==> config.mk <==
export PLATFORM = sky130hd
export DESIGN_NAME = lsu_mem_port
export DESIGN_NICKNAME = d
export VERILOG_FILES = /design/src/rtl/lsu_mem_port.sv
export SDC_FILE = /design/constraint.sdc
export NUM_CORES = 1
export LEC_CHECK = 0
export BUFFER_PORTS_ARGS = -buffer_cell sky130_fd_sc_hd__buf_2
export CAP_MARGIN = 20
export CORE_MARGIN = 1.5
export CORE_UTILIZATION = 55
export CTS_CLUSTER_SIZE = 8
export DETAILED_ROUTE_END_ITERATION = 7
export GPL_TIMING_DRIVEN = 0
export PLACE_DENSITY = 0.8
export SLEW_MARGIN = 20
export SYNTH_ARGS = -nofsm -noshare
export SYNTH_HDL_FRONTEND = slang
export SYNTH_SLANG_ARGS = --single-unit
==> constraint.sdc <==
create_clock -name clk -period 5.8 [get_ports clk]
set_input_delay 0.58 -clock clk [delete_from_list [all_inputs] [get_ports clk]]
set_output_delay 0.58 -clock clk [all_outputs]
set_load 0.02 [all_outputs]
==> src/rtl/lsu_mem_port.sv <==
// Load/store engine between the core memory stage and a single-port valid/ready data bus.
// Unaligned accesses that straddle a bus word are issued as two beats; every output is registered.
module lsu_mem_port #(
   parameter int DATA_W = 32,
   parameter int ADDR_W = 32
) (
   input  logic                  clk,
   input  logic                  reset,
   input  logic                  req_valid,
   output logic                  req_ready,
   input  logic                  req_write,
   input  logic [1:0]            req_size,
   input  logic                  req_signed,
   input  logic [ADDR_W-1:0]     req_addr,
   input  logic [DATA_W-1:0]     req_wdata,
   output logic                  rsp_valid,
   output logic [DATA_W-1:0]     rsp_rdata,
   output logic                  mem_valid,
   input  logic                  mem_ready,
   output logic                  mem_write,
   output logic [ADDR_W-1:0]     mem_addr,
   output logic [DATA_W/8-1:0]   mem_be,
   output logic [DATA_W-1:0]     mem_wdata,
   input  logic [DATA_W-1:0]     mem_rdata
);

   localparam int BYTES = DATA_W / 8;
   localparam int OFF_W = $clog2(BYTES);
   localparam int CNT_W = OFF_W + 1;

   typedef enum logic [1:0] {ST_IDLE, ST_BEAT0, ST_BEAT1, ST_RESP} state_e;

   // Byte-granular rotation; left moves byte i to lane i+sh.
   function automatic logic [DATA_W-1:0] rot_bytes(input logic [DATA_W-1:0] d,
                                                   input logic [OFF_W-1:0]  sh,
                                                   input logic              left);
      logic [DATA_W-1:0] r;
      logic [OFF_W-1:0]  src;
      r = '0;
      for (int i = 0; i < BYTES; i++) begin
         src = left ? (OFF_W'(i) - sh) : (OFF_W'(i) + sh);
         r[8*i +: 8] = d[8*src +: 8];
      end
      return r;
   endfunction

   // Lane enables across two consecutive bus words: low half is beat 0, high half beat 1.
   function automatic logic [2*BYTES-1:0] lane_mask(input logic [OFF_W-1:0] off,
                                                    input logic [CNT_W-1:0] n);
      logic [2*BYTES-1:0] m;
      int o;
      int nn;
      o  = int'(off);
      nn = int'(n);
      m  = '0;
      for (int j = 0; j < 2*BYTES; j++) begin
         m[j] = (j >= o) && (j < o + nn);
      end
      return m;
   endfunction

   function automatic logic [DATA_W-1:0] expand_be(input logic [BYTES-1:0] be);
      logic [DATA_W-1:0] m;
      m = '0;
      for (int i = 0; i < BYTES; i++) begin
         m[8*i +: 8] = {8{be[i]}};
      end
      return m;
   endfunction

   function automatic logic [DATA_W-1:0] extend(input logic [DATA_W-1:0] d,
                                                input logic [CNT_W-1:0]  n,
                                                input logic              sgn);
      logic [DATA_W-1:0] r;
      logic              sb;
      int                nb;
      nb = int'(n);
      sb = sgn && (nb < BYTES) && d[8*nb-1];
      r  = '0;
      for (int i = 0; i < BYTES; i++) begin
         r[8*i +: 8] = (i < nb) ? d[8*i +: 8] : {8{sb}};
      end
      return r;
   endfunction

   state_e               state_q;
   logic                 req_ready_q;
   logic                 mem_valid_q;
   logic                 mem_write_q;
   logic [ADDR_W-1:0]    mem_addr_q;
   logic [BYTES-1:0]     mem_be_q;
   logic [BYTES-1:0]     be1_q;
   logic [DATA_W-1:0]    mem_wdata_q;
   logic [OFF_W-1:0]     off_q;
   logic [CNT_W-1:0]     n_q;
   logic                 signed_q;
   logic [DATA_W-1:0]    staging_q;
   logic [DATA_W-1:0]    staging_d;
   logic                 rsp_valid_q;
   logic [DATA_W-1:0]    rsp_rdata_q;

   logic [OFF_W-1:0]     req_off;
   logic [CNT_W-1:0]     req_n;
   logic [2*BYTES-1:0]   req_mask;
   logic [DATA_W-1:0]    load_result;

   // Request decode and load-result assembly from the staging register including the current beat.
   always_comb begin
      req_off = req_addr[OFF_W-1:0];
      case (req_size)
         2'b00:   req_n = CNT_W'(1);
         2'b01:   req_n = CNT_W'(2);
         default: req_n = CNT_W'(BYTES);
      endcase
      req_mask    = lane_mask(req_off, req_n);
      staging_d   = (staging_q & ~expand_be(mem_be_q)) | (mem_rdata & expand_be(mem_be_q));
      load_result = extend(rot_bytes(staging_d, off_q, 1'b0), n_q, signed_q);
   end

   // Access sequencer: IDLE -> BEAT0 [-> BEAT1] -> RESP, all outputs registered.
   always_ff @(posedge clk or posedge reset) begin
      if (reset) begin
         state_q     <= ST_IDLE;
         req_ready_q <= 1'b1;
         mem_valid_q <= 1'b0;
         mem_write_q <= 1'b0;
         mem_addr_q  <= '0;
         mem_be_q    <= '0;
         be1_q       <= '0;
         mem_wdata_q <= '0;
         off_q       <= '0;
         n_q         <= '0;
         signed_q    <= 1'b0;
         staging_q   <= '0;
         rsp_valid_q <= 1'b0;
         rsp_rdata_q <= '0;
      end else begin
         case (state_q)
            ST_IDLE: begin
               if (req_valid) begin
                  state_q     <= ST_BEAT0;
                  req_ready_q <= 1'b0;
                  mem_valid_q <= 1'b1;
                  mem_write_q <= req_write;
                  mem_addr_q  <= {req_addr[ADDR_W-1:OFF_W], {OFF_W{1'b0}}};
                  mem_be_q    <= req_mask[BYTES-1:0];
                  be1_q       <= req_mask[2*BYTES-1:BYTES];
                  mem_wdata_q <= rot_bytes(req_wdata, req_off, 1'b1);
                  off_q       <= req_off;
                  n_q         <= req_n;
                  signed_q    <= req_signed;
               end
            end
            ST_BEAT0, ST_BEAT1: begin
               if (mem_ready) begin
                  if (!mem_write_q) begin
                     staging_q <= staging_d;
                  end
                  if ((state_q == ST_BEAT0) && (|be1_q)) begin
                     state_q    <= ST_BEAT1;
                     mem_addr_q <= mem_addr_q + ADDR_W'(BYTES);
                     mem_be_q   <= be1_q;
                  end else begin
                     state_q     <= ST_RESP;
                     mem_valid_q <= 1'b0;
                     mem_write_q <= 1'b0;
                     mem_be_q    <= '0;
                     rsp_valid_q <= 1'b1;
                     rsp_rdata_q <= mem_write_q ? '0 : load_result;
                  end
               end
            end
            ST_RESP: begin
               state_q     <= ST_IDLE;
               rsp_valid_q <= 1'b0;
               req_ready_q <= 1'b1;
            end
            default: begin
               state_q     <= ST_IDLE;
               req_ready_q <= 1'b1;
               mem_valid_q <= 1'b0;
               rsp_valid_q <= 1'b0;
            end
         endcase
      end
   end

   assign req_ready = req_ready_q;
   assign rsp_valid = rsp_valid_q;
   assign rsp_rdata = rsp_rdata_q;
   assign mem_valid = mem_valid_q;
   assign mem_write = mem_write_q;
   assign mem_addr  = mem_addr_q;
   assign mem_be    = mem_be_q;
   assign mem_wdata = mem_wdata_q;

endmodule

==> metrics <==
I/O pins=208; clk root buf=clkbuf_16; Num CTS Buffers=17; Clock Sinks=146; HP Class=in -> async; wire length per cell=19.0 µm; Hold WS=190 ps; Synth async-reset ratio=100%; GR Overflow Total=0; Final Cycle Share=50.0%; H-tree depth=4; Worst R2R Path Depth=8; share of post-route cells with drive strength above 1=30.1%; Max VDD drop=0.286 mV; Sw Share=45.5%; most used flip-flop cell after synthesis=dfrtp_1; Setup crit end=mem_be[1]; Worst setup startpoint=req_addr[1]; initial drt markers=743; first-pass GRT wire length=39.6 mm; Routed Antenna Nets=0; Tot Pwr=6.52 mW; fillers=1238; endpoints failing setup=0; Skew-Pair Late Insertion Delay=430 ps; routed via count=7901; Clock Power Share=17.9%; initial antenna violation count=2; Layout Nets=1204; Seq/Total Area, Yosys=42.4%; headroom to the max-slew limit=53.5%; Crit Path Class=in -> reg; largest area contributor in the netlist=dfrtp_1; gpl congestion=0.924; MaxCap Viol Count=0; synth top area cells=dfrtp_1, mux2i_1, mux4_2, nand2_1, o21ai_0; clk_skew=5.65 ps; run status=complete, no violations; initial core utilization=56.6%; Die H=128 µm; netlist area before placement=0.00863 mm²; DRC viols=0; Gate Count Post-Synth=865; Total Routing Usage GR=31.2%; YS warnings=0; die width=128 µm; CTS tree=done; worst reg2reg path endpoint=mem_addr[8]; Seq. cell area=0.00365 mm²; count leader, synth=dfrtp_1; Final min period=2900 ps; CP Launch Type=primary input; CTS resizes=0; fin. max-slew vios=0; share of the synthesized area in the top cell type=42.0%; Reg power frac=27.6%; Mean Syn Cell Area=9.98 µm²; CTS hold repair buffers=0; Rows=45; fmax=345 MHz; origin of the critical flop-to-flop path=state_q[0]; Post-synth EDFFs=0; PwrDens=616 mW/mm²; count of unique library cells instantiated by Yosys=66; Switch Pwr=2.97 mW; drt total wl=25.0 mm; largest net degree at the start of global routing=81; element type at the critical path end=register; Pint=3.55 mW; CP required=6150 ps; CTS clk-pin slew, worst paths=60 ps; Comb power frac=54.5%; core box area=0.0153 mm²; TritonRoute pass-1 iters=5; clock tree buffer depth=2; multi-input logic area=0.00456 mm²; Crit path arrival time=3240 ps; area delta synth->final=22.6%; port bufs=204; Leak Pwr=4.97 nW; #FFs+latches synth=146; top fanout value on the critical path=12; via/cell ratio=6.01; worst-margin pin slew=693 ps; reg-to-reg setup timing slack=3120 ps; DP HPWL=18.3 mm; die area=0.0165 mm²; Hold Violations, Final=0; vias in the first global route=7463; RSZ-0062 raised after global routing=no; post-CTS setup buffer count=0; commonest cells in the netlist=dfrtp_1, nand2_1, o21ai_0
-- power by group through the flow --
stage	Combinational, mW	Sequential (mW)	Clock, mW
CTS	3.53	1.79	1.18
global route	3.85	1.85	1.23
global placement	3.41	1.78	0
floorplan	2.18	2.08	0
finish	3.55	1.80	1.17
detailed placement	3.50	1.80	0
-- cell usage in the layout (no fill, tap or decap), types with 22 or more instances in the layout --
cell type and instances:
nand3_1 23, mux4_2 22, inv_1 34, dfrtp_1 145, a221o_1 24, mux2_2 38
nor2_1 50, nand2_1 120, buf_2 214, clkbuf_1 36, mux2i_1 57, o21ai_0 87
a21oi_1 68
-- layout make-up --
| cell class | count | share of cell area [%] |
|---|---|---|
| Multi-Input combinational cell | 626 | 43.1 |
| Inverter | 36 | 1.35 |
| Clock buffer | 19 | 4.28 |
| Antenna cell | 1 | 0.0236 |
| Tap cell | 211 | 2.49 |
| Clock inverter | 13 | 1.63 |
| Timing Repair Buffer | 205 | 9.91 |
| Sequential cell | 146 | 34.5 |
| Buffer | 58 | 2.70 |
-- flip-flops by register name, summed over array words and instances, names as in the netlist --
| name | flops |
|---|---|
| signed_q | 1 |
| req_ready | 1 |
| staging_q | 32 |
| state_q | 2 |
| n_q | 3 |
| mem_be | 4 |
| rsp_rdata | 32 |
| mem_wdata | 32 |
| rsp_valid | 1 |
| off_q | 2 |
| mem_addr | 30 |
| mem_valid | 1 |
| mem_write | 1 |
| be1_q | 4 |
-- how the worst min path moves through the flow --
| stage | to | slack (ps) | cells past startpoint |
|---|---|---|---|
| floorplan | staging_q[0] | 450 | 2 |
| global placement | mem_wdata[30] | 460 | 2 |
| detailed placement | mem_wdata[30] | 470 | 2 |
| CTS | rsp_rdata[16] | 210 | 2 |
| global route | rsp_rdata[21] | 230 | 2 |
| finish | rsp_rdata[15] | 190 | 2 |
-- critical path: stages --
cell and delay [ps]:
buf_2 100, clkbuf_1 370, clkinv_1 380, clkbuf_1 390, fa_1 520, xnor2_1 270
a21oi_1 130, a221oi_1 290, a31oi_1 70, o21ai_0 150
-- stage by stage --
step	area, µm²	setup TNS, ps	instances	util (%)	setup slack (ps)
2_1_floorplan	8630	0	866	-	1300
3_3_place_gp	9920	-64580	1281	65.0	-452
3_5_place_dp	9950	0	1282	65.2	2600
4_1_cts	10600	0	1314	69.3	2950
5_1_grt	10600	0	1314	69.3	2690
6_report	10600	0	1315	69.3	2900
-- cells by family (layout without fill, tap and decap cells) --
kind of cell / Yosys count / count (layout) / synth area share [%]
AOI/OAI and AO/OA: 235 / 235 / 17.2
xor gates and xnor gates: 2 / 2 / 0.203
adders and majority gates: 10 / 10 / 1.54
buffers and inverters: 94 / 331 / 4.87
DFF: 146 / 146 / 42.4
muxes: 128 / 128 / 20.6
other: 1 / 3 / 0.0435
and+or+nand+nor: 249 / 249 / 13.2
-- per-layer routing --
metal | part of all wire (%) | global-route usage (%) | wire (µm)
met1 | 42 | 43.0 | 10500
met2 | 47 | 48.4 | 11700
met3 | 8.7 | 7.47 | 2180
met4 | 2.7 | 11.2 | 665
met5 | 0.052 | 0 | 13
Note: power is estimated with default switching activity, not from simulation.
